File: src/rtl/pipeline_hazard_ctrl.sv
// rtl/pipeline_hazard_ctrl.sv - RAW stall, branch flush and interrupt drain controller (optional forwarding: PIPELINE_HAZARD_FWD_EN)
module pipeline_hazard_ctrl (
    input  logic        clk,
    input  logic        rst,
    input  logic        id_valid,
    input  logic        id_uses_x,
    input  logic        id_uses_y,
    input  logic [4:0]  id_rs_x,
    input  logic [4:0]  id_rs_y,
    input  logic        ex_valid,
    input  logic        ex_rf_wr,
    input  logic [4:0]  ex_wb_addr,
    input  logic        ex_mem_rd,
    input  logic        ex_branch_taken,
    input  logic        mem_valid,
    input  logic        mem_rf_wr,
    input  logic [4:0]  mem_wb_addr,
    input  logic        int_req,
    output logic        pc_stall,
    output logic        ifid_stall,
    output logic        ifid_nop,
    output logic        idex_nop,
    output logic        int_ack,
    output logic [1:0]  fwd_x_sel,
    output logic [1:0]  fwd_y_sel,
    output logic [15:0] stall_cnt
);

    typedef enum logic [1:0] {RUN, DRAIN, ACK} state_t;

    state_t state;

    logic hx_ex, hx_mem, hy_ex, hy_mem;
    logic haz;
    logic count_hazard;

    // WB never matches: the register file is write-first
    assign hx_ex  = id_valid & id_uses_x & ex_valid  & ex_rf_wr  & (id_rs_x == ex_wb_addr);
    assign hx_mem = id_valid & id_uses_x & mem_valid & mem_rf_wr & (id_rs_x == mem_wb_addr);
    assign hy_ex  = id_valid & id_uses_y & ex_valid  & ex_rf_wr  & (id_rs_y == ex_wb_addr);
    assign hy_mem = id_valid & id_uses_y & mem_valid & mem_rf_wr & (id_rs_y == mem_wb_addr);

`ifdef PIPELINE_HAZARD_FWD_EN
    // only a scratch-RAM load in EX is too late to forward
    assign haz = ex_mem_rd & (hx_ex | hy_ex);

    // operand bypass select, EX result has priority over MEM result
    always_comb begin
        fwd_x_sel = 2'd0;
        fwd_y_sel = 2'd0;
        if (!rst && !ex_branch_taken) begin
            if (hx_ex)
                fwd_x_sel = 2'd1;
            else if (hx_mem)
                fwd_x_sel = 2'd2;
            if (hy_ex)
                fwd_y_sel = 2'd1;
            else if (hy_mem)
                fwd_y_sel = 2'd2;
        end
    end
`else
    logic unused_mem_rd;

    assign haz           = hx_ex | hx_mem | hy_ex | hy_mem;
    assign fwd_x_sel     = 2'd0;
    assign fwd_y_sel     = 2'd0;
    assign unused_mem_rd = ex_mem_rd;
`endif

    // stall cycles are counted only for a real hazard stall in RUN
    assign count_hazard = ~rst & (state == RUN) & ~ex_branch_taken & haz;

    // pipeline register controls from current state and stage inputs
    always_comb begin
        pc_stall   = 1'b0;
        ifid_stall = 1'b0;
        ifid_nop   = 1'b0;
        idex_nop   = 1'b0;
        int_ack    = 1'b0;
        if (rst) begin
            pc_stall = 1'b1;
            ifid_nop = 1'b1;
            idex_nop = 1'b1;
        end else begin
            int_ack = (state == ACK);
            if (ex_branch_taken) begin
                // flush wins: the instruction that would stall is discarded
                ifid_nop = 1'b1;
                idex_nop = 1'b1;
            end else begin
                case (state)
                    RUN: begin
                        if (haz) begin
                            pc_stall   = 1'b1;
                            ifid_stall = 1'b1;
                            idex_nop   = 1'b1;
                        end
                    end
                    DRAIN: begin
                        pc_stall = 1'b1;
                        ifid_nop = 1'b1;
                    end
                    ACK: begin
                        ifid_nop = 1'b1;
                    end
                    default: begin
                        pc_stall = 1'b0;
                    end
                endcase
            end
        end
    end

    // interrupt entry sequencing and hazard-stall counter
    always_ff @(posedge clk) begin
        if (rst) begin
            state     <= RUN;
            stall_cnt <= 16'd0;
        end else begin
            if (count_hazard)
                stall_cnt <= stall_cnt + 16'd1;
            case (state)
                RUN: begin
                    if (int_req && !ex_branch_taken && !haz)
                        state <= DRAIN;
                end
                DRAIN: begin
                    if (!ex_valid && !mem_valid && !ex_branch_taken)
                        state <= ACK;
                end
                ACK: begin
                    state <= RUN;
                end
                default: begin
                    state <= RUN;
                end
            endcase
        end
    end

endmodule

File: config.mk
export PLATFORM = sky130hd
export DESIGN_NAME = pipeline_hazard_ctrl
export DESIGN_NICKNAME = d
export VERILOG_FILES = /design/src/rtl/pipeline_hazard_ctrl.sv
export SDC_FILE = /design/constraint.sdc
export NUM_CORES = 1
export LEC_CHECK = 0
export CAP_MARGIN = 0
export CORE_ASPECT_RATIO = 2
export CORE_MARGIN = 3
export CORE_UTILIZATION = 41
export DETAILED_ROUTE_END_ITERATION = 16
export PLACE_DENSITY = 0.78
export SLEW_MARGIN = 5
export SYNTH_ARGS = -nofsm -noshare
export SYNTH_HDL_FRONTEND = slang
export SYNTH_SLANG_ARGS = --single-unit
File: constraint.sdc
create_clock -name clk -period 2.1 [get_ports clk]
set_input_delay 0.42 -clock clk [delete_from_list [all_inputs] [get_ports clk]]
set_output_delay 0.42 -clock clk [all_outputs]
set_load 0.01 [all_outputs]
==> results of run 1 <==
layer usage:
layer / vias up / wire, µm
met5: - / 0
met4: 0 / 57
met3: 6 / 264
met2: 49 / 2000
met1: 629 / 1270
li1: 684 / -
power by group:
part	switching, mW	leakage (nW)	total, mW	internal, mW
Combinational	0.207	0.728	0.431	0.224
Clock	0.117	0.0288	0.284	0.167
Sequential	0.0129	0.145	0.372	0.359
Total	0.337	0.902	1.09	0.750
repair_timing:
| action | in CTS | in global routing |
|---|---|---|
| resized for setup | 101 | 26 |
| pin swaps | 22 | 18 |
| buffers inserted | 4 | 1 |
| setup endpoints to repair | 20 | 4 |
| hold buffers | 0 | 0 |
cell families after synthesis:
| family | synth area share, % |
|---|---|
| XOR/XNOR | 13.4 |
| AO/OA/AOI/OAI | 12.5 |
| AND/OR/NAND/NOR | 27.1 |
| adder cells (fa/ha/maj) | 4.57 |
| other | 0.274 |
| buffers and inverters | 6.86 |
| multiplexers | 8.87 |
| flip-flops | 26.3 |
area by class of cell:
cell class | count | area, µm²
Tap cell | 31 | 38.8
Fill cell | 284 | 1140
Timing Repair Buffer | 73 | 589
Inverter | 7 | 26.3
Clock buffer | 4 | 55.1
Multi-Input combinational cell | 127 | 983
Sequential cell | 18 | 360
final timing paths:
| check | from | to | slack [ps] | depth (start not counted) |
|---|---|---|---|---|
| max | mem_wb_addr[4] | ifid_stall | 40 | 8 |
| max reg2reg | state[1] | state[1] | 300 | 11 |
| min reg2reg | stall_cnt[4] | stall_cnt[4] | 550 | 2 |
| min | stall_cnt[4] | stall_cnt[4] | 550 | 2 |
metrics by stage:
| step | std cells | area [µm²] |
|---|---|---|
| finish | 260 | 2050 |
| global route | 260 | 2050 |
| CTS | 259 | 2030 |
| detailed placement | 251 | 1990 |
| global placement | 251 | 1990 |
| floorplan | 162 | 1380 |
worst register-to-register path, delay by kind of cell (launching register included):
family                     cells  cell delay, ps
buffers and inverters          7             790
AOI/OAI and AO/OA              2             370
DFF                            1             320
adders and majority gates      1             180
and+or+nand+nor                1              50
layout by cell type (no fill, tap or decap), types with 2 or more instances in the layout:
master            n
nand2b_1          3
buf_2            11
nand4_1          12
nor2b_1           9
dfxtp_1          18
mux2i_1           2
nand3_1           6
a31o_2            4
nor2_1           17
a21oi_4           2
xor2_1           17
conb_1            4
clkbuf_8          4
nor2_2            3
xor2_2            3
inv_1             7
clkdlybuf4s15_1   3
a21oi_1           5
mux2_1            9
ha_1              5
buf_4            22
buf_6             6
nor4_2            4
and3_1            5
clkbuf_2          8
a22oi_2           2
dlygate4sd2_1     3
clkdlybuf4s50_1  19
registers in the layout, indices dropped and copies added (netlist names):
signal and flops:
stall_cnt 16, state 2
==> impl_metrics.csv, run 1 <==
group,metric,value,unit
outcome,status,"finished, final reports clean",
place,pre_cts_ws,-835,ps
routing,wl,3.59,mm
clock_network,cts_tree,"built",
timing,min_period,2060,ps
floorplanning,start_util,42.8,%
setup_path,critPathKind,"in2out",
clock_network,cts.reportedPaths.clkPinSlew,70,ps
global_route,top_usage_layer,"met2",
setup_path,critPathBufInv,3,
clock_network,htreeDepth,1,
routing,ant_nets,0,
routing,wire_per_inst,13.8,µm
synthesis,ys_top_cells_by_area,"dfxtp_1 (26%), xor2_1 (13%), mux2_1 (7.4%), nand4_1 (5.5%), nor2_1 (5.5%)",
clock_network,cts.sinks,18,
routing,dr.first_iter.drc_count,14,
power,p_leak,0.902,nW
floorplanning,die_h,87.7,µm
synthesis,syn_area,1370,µm²
floorplanning,fp.dieW,46.8,µm
global_route,grt_pass1_vias,1355,
synthesis,synthCells,159,
timing,rsz0062_at_grt,"true",
clock_network,cts_buffer_depth,2,
routing,dr.pass1.iters,4,
flow_run,drv_cap,0,
timing,clock.fmax,485,MHz
layout,drive_above_1_share,32.3,%
setup_path,crit_family,"simple AND/OR/NAND/NOR gates",
floorplanning,io_pins,57,
setup_path,start_kind,"primary input",
setup_path,crit_required,1680,ps
power,power_density,529,nW/µm²
place,portBuffers,51,
timing,holdWs,553,ps
synthesis,synth.distinct_cells,35,
synthesis,synth_seq_area_share,26.3,%
setup_path,critPathSlowestCell,"nor4_2",
clock_network,clock_latency,250,ps
global_route,overflow,0,
clock_network,cts_inserted_buffers,3,
synthesis,synth_top_area_share,26.3,%
routing,vias,1368,
clock_network,cts_root_buf,"clkbuf_8",
setup_path,cpMostUsedCell,"buf_6",
layout,post-route-util,64.3,%
global_route,met3_usage,2.06,%
place,dpl.hpwl,2.77,mm
global_route,grt_max_degree,21,
power,power,1.09,mW
synthesis,synth_ff_type,"dfxtp_1",
global_route,grt_pass1_wl,5.36,mm
timing,finalSetupTns,0,ps
synthesis,synthTopCellsByCount,"nor2_1 (20), xor2_1 (20), dfxtp_1 (18), nand4_1 (12)",
synthesis,synth_seq_cells,18,
place,gp_congestion,0.764,
layout,area_delta_synth_final,50.1,%
routing,vias_per_cell,5.26,
setup_path,worstPathMaxFanout,3,
setup_path,slowest_delay,230,ps
setup_path,cp_cell_sequence,"buf_2 > xor2_2 > nor4_2 > a22oi_2 > a21oi_4 > buf_6 > and2_4 > buf_6",
synthesis,async_reset_ff_share,0,%
timing,hold_violations,0,
global_route,antenna_found_initial,0,
global_route,gr-usage-met2,34.7,%
floorplanning,floorplan.rows,29,
global_route,use_met1,16.2,%
routing,drc,0,
global_route,gr-usage-all-layers,17.4,%
synthesis,netlist.top_cell.by_area,"dfxtp_1",
power,ir_worst_vdd,0.486,mV
timing,slew_viol_final,0,
synthesis,synth_area_per_cell,8.60,µm²
setup_path,cp.arrival,1640,ps
floorplanning,core-area,3190,µm²
timing,setup_violations,0,
timing,period_share,98.1,%
floorplanning,die-area,4110,µm²
synthesis,synth_edf_count,0,
timing,fin_skew,0.796,ps
layout,nets,267,
layout,diodes,0,
synthesis,ys_warn_count,0,
timing,fin_ws,40.0,ps
setup_path,critPathCaptureType,"output port",
min_path,worstHoldPathType,"reg2reg",
Note: power is estimated with default switching activity, not from simulation.
==> run 2: changes to the inputs <==
--- a/config.mk
+++ b/config.mk
@@ -8,9 +8,9 @@
 export CAP_MARGIN = 0
 export CORE_ASPECT_RATIO = 2
 export CORE_MARGIN = 3
-export CORE_UTILIZATION = 41
+export CORE_UTILIZATION = 46
 export DETAILED_ROUTE_END_ITERATION = 16
-export PLACE_DENSITY = 0.78
+export PLACE_DENSITY = 0.86
 export SLEW_MARGIN = 5
 export SYNTH_ARGS = -nofsm -noshare
 export SYNTH_HDL_FRONTEND = slang
==> constraint.sdc (replaced) <==
create_clock -name clk -period 2.4 [get_ports clk]
set_input_delay 0.48 -clock clk [delete_from_list [all_inputs] [get_ports clk]]
set_output_delay 0.48 -clock clk [all_outputs]
set_load 0.01 [all_outputs]
==> run 2 against run 1 <==
Routed wire length rose by 14%. Setup slack improved by 16 ps. Utilization rose by 9.3 points. Global-route usage rose by 4.9 points. Sequential share of layout area fell by 0.085 points. Power fell by 19%. Hold slack got worse by 36 ps. Critical path type unchanged. Critical endpoint is now ifid_nop. Largest cell class unchanged.
==> impl_metrics.csv, run 2 (synthesis results as in run 1) <==
group,metric,value,unit
power,ir_worst_vdd,0.415,mV
floorplanning,floorplan.rows,27,
setup_path,crit_required,1920,ps
clock_network,cts_root_buf,"clkbuf_8",
setup_path,critPathBufInv,2,
setup_path,cp_num_cells,3,
timing,hold_violations,0,
layout,diodes,0,
setup_path,cp.arrival,1860,ps
routing,wl,4.11,mm
place,dpl_cell_area,1990,µm²
clock_network,cts_buffer_depth,2,
layout,drive_above_1_share,28.4,%
setup_path,cpMostUsedCell,"clkdlybuf4s50_1",
clock_network,cts_inserted_buffers,3,
floorplanning,start_util,48.8,%
routing,dr.pass1.iters,4,
power,comb_power_share,35.2,%
timing,rsz0062_at_grt,"false",
timing,min_period,2340,ps
min_path,worstHoldPathType,"reg2reg",
floorplanning,fp.dieW,44.6,µm
routing,dr.first_iter.drc_count,31,
layout,nets,267,
place,portBuffers,51,
layout,fin_area,2060,µm²
routing,vias_per_cell,5.52,
place,dpl.hpwl,3.17,mm
global_route,grt_pass1_wl,6.30,mm
min_path,hold_depth,1,
clock_network,cts_tree,"built",
layout,final_common_cell,"buf_4",
timing,period_share,97.7,%
routing,ant_nets,0,
power,intPower,0.600,mW
floorplanning,core-area,2800,µm²
power,p_leak,0.903,nW
global_route,overflow,0,
power,p_sw_share,32.0,%
setup_path,critPathCaptureType,"output port",
setup_path,slowest_delay,500,ps
power,seq_power_share,36.8,%
outcome,status,"finished, final reports clean",
setup_path,r2r_cells,6,
flow_run,drv_cap,0,
place,gp_congestion,0.824,
clock_network,clock_latency,250,ps
timing,fin_skew,2.21,ps
layout,final_cell_mix,"buf_4 (22), clkdlybuf4s50_1 (20), nor2_1 (18), dfxtp_1 (18)",
clock_network,htreeDepth,1,
floorplanning,die_h,83.1,µm
setup_path,critPathSlowestCell,"clkdlybuf4s50_1",
power,power_density,427,nW/µm²
layout,largest_reg_flops,16,
timing,clock.fmax,427,MHz
global_route,antenna_found_initial,0,
setup_path,crit_family,"buffers and inverters",
timing,setup_violations,0,
power,switchingPower,0.282,mW
routing,drc,0,
global_route,grt_max_degree,19,
global_route,gr-usage-all-layers,22.3,%
floorplanning,io_pins,57,
routing,vias,1425,
clock_network,cts.sinks,18,
layout,top_regs,"stall_cnt: 16 flops, state: 2 flops",
power,clockPowerShare,28.0,%
layout,area_delta_synth_final,50.9,%
power,power,0.882,mW
global_route,grt_pass1_vias,1491,
clock_network,cts.reportedPaths.clkPinSlew,70,ps
floorplanning,die-area,3700,µm²
setup_path,worstPathMaxFanout,5,
setup_path,start_kind,"primary input",
timing,slew_viol_final,0,
layout,top_register,"stall_cnt",
setup_path,cp_cell_sequence,"clkdlybuf4s50_1 > or3_1 > clkdlybuf4s50_1",
setup_path,critPathKind,"in2out",
routing,wire_per_inst,15.9,µm
==> run 2: changes by cell type in the layout (fill, tap and decap cells not counted), sizes merged <==
cell / previous run / this run
buf: 40 / 24
clkdlybuf4s15: 3 / 6
dlygate4sd2: 3 / 10
clkbuf: 12 / 17
clkdlybuf4s50: 19 / 20
==> run 2: through the flow <==
step | worst slack [ps] | hold WS [ps] | instances | setup TNS (ps) | utilization (%)
2_1_floorplan | 306 | 493 | 162 | 0 | -
3_3_place_gp | -596 | 477 | 250 | -2530 | 71.1
3_5_place_dp | -701 | 506 | 250 | -3960 | 71.1
4_1_cts | -47.8 | 525 | 258 | -47.8 | 74.5
5_1_grt | 0.0304 | 566 | 258 | 0 | 73.6
6_report | 56.0 | 517 | 258 | 0 | 73.6
==> run 2: what timing repair did <==
action,CTS,global route
pin swaps,17,13
endpoints found under the setup margin,4,3
gates resized for setup,51,32
buffers inserted,4,1
hold buffers,0,0
==> run 2: power groups by stage <==
stage                     combinational [mW]  sequential [mW]  clock [mW]
final                                  0.310            0.324       0.247
after global routing                   0.341            0.326       0.264
after CTS                              0.310            0.325       0.257
after detailed placement               0.318            0.331           0
after global placement                 0.304            0.330           0
after floorplan                        0.180            0.329           0
==> run 2: area by class of cell <==
cell class                      instances  area (µm²)
Clock buffer                            4        55.1
Fill cell                             201         741
Inverter                                7        26.3
Multi-Input combinational cell        127         995
Sequential cell                        18         360
Tap cell                               29        36.3
Timing Repair Buffer                   73         591
==> run 2: path summary, 6_finish.rpt <==
check | to | start | slack [ps]
max | ifid_nop | ex_branch_taken | 60
max reg2reg | stall_cnt[15] | stall_cnt[3] | 560
min reg2reg | stall_cnt[4] | stall_cnt[4] | 520
min | stall_cnt[4] | stall_cnt[4] | 520
==> run 2: metal layers <==
metal | vias to the layer above | share of wire, % | GRT usage (%)
met1 | 673 | 33 | 18.8
met3 | 10 | 6.7 | 3.69
met2 | 57 | 58 | 44.6
li1 | 685 | - | -
met5 | - | 0 | 0
met4 | 0 | 2.6 | 10.4
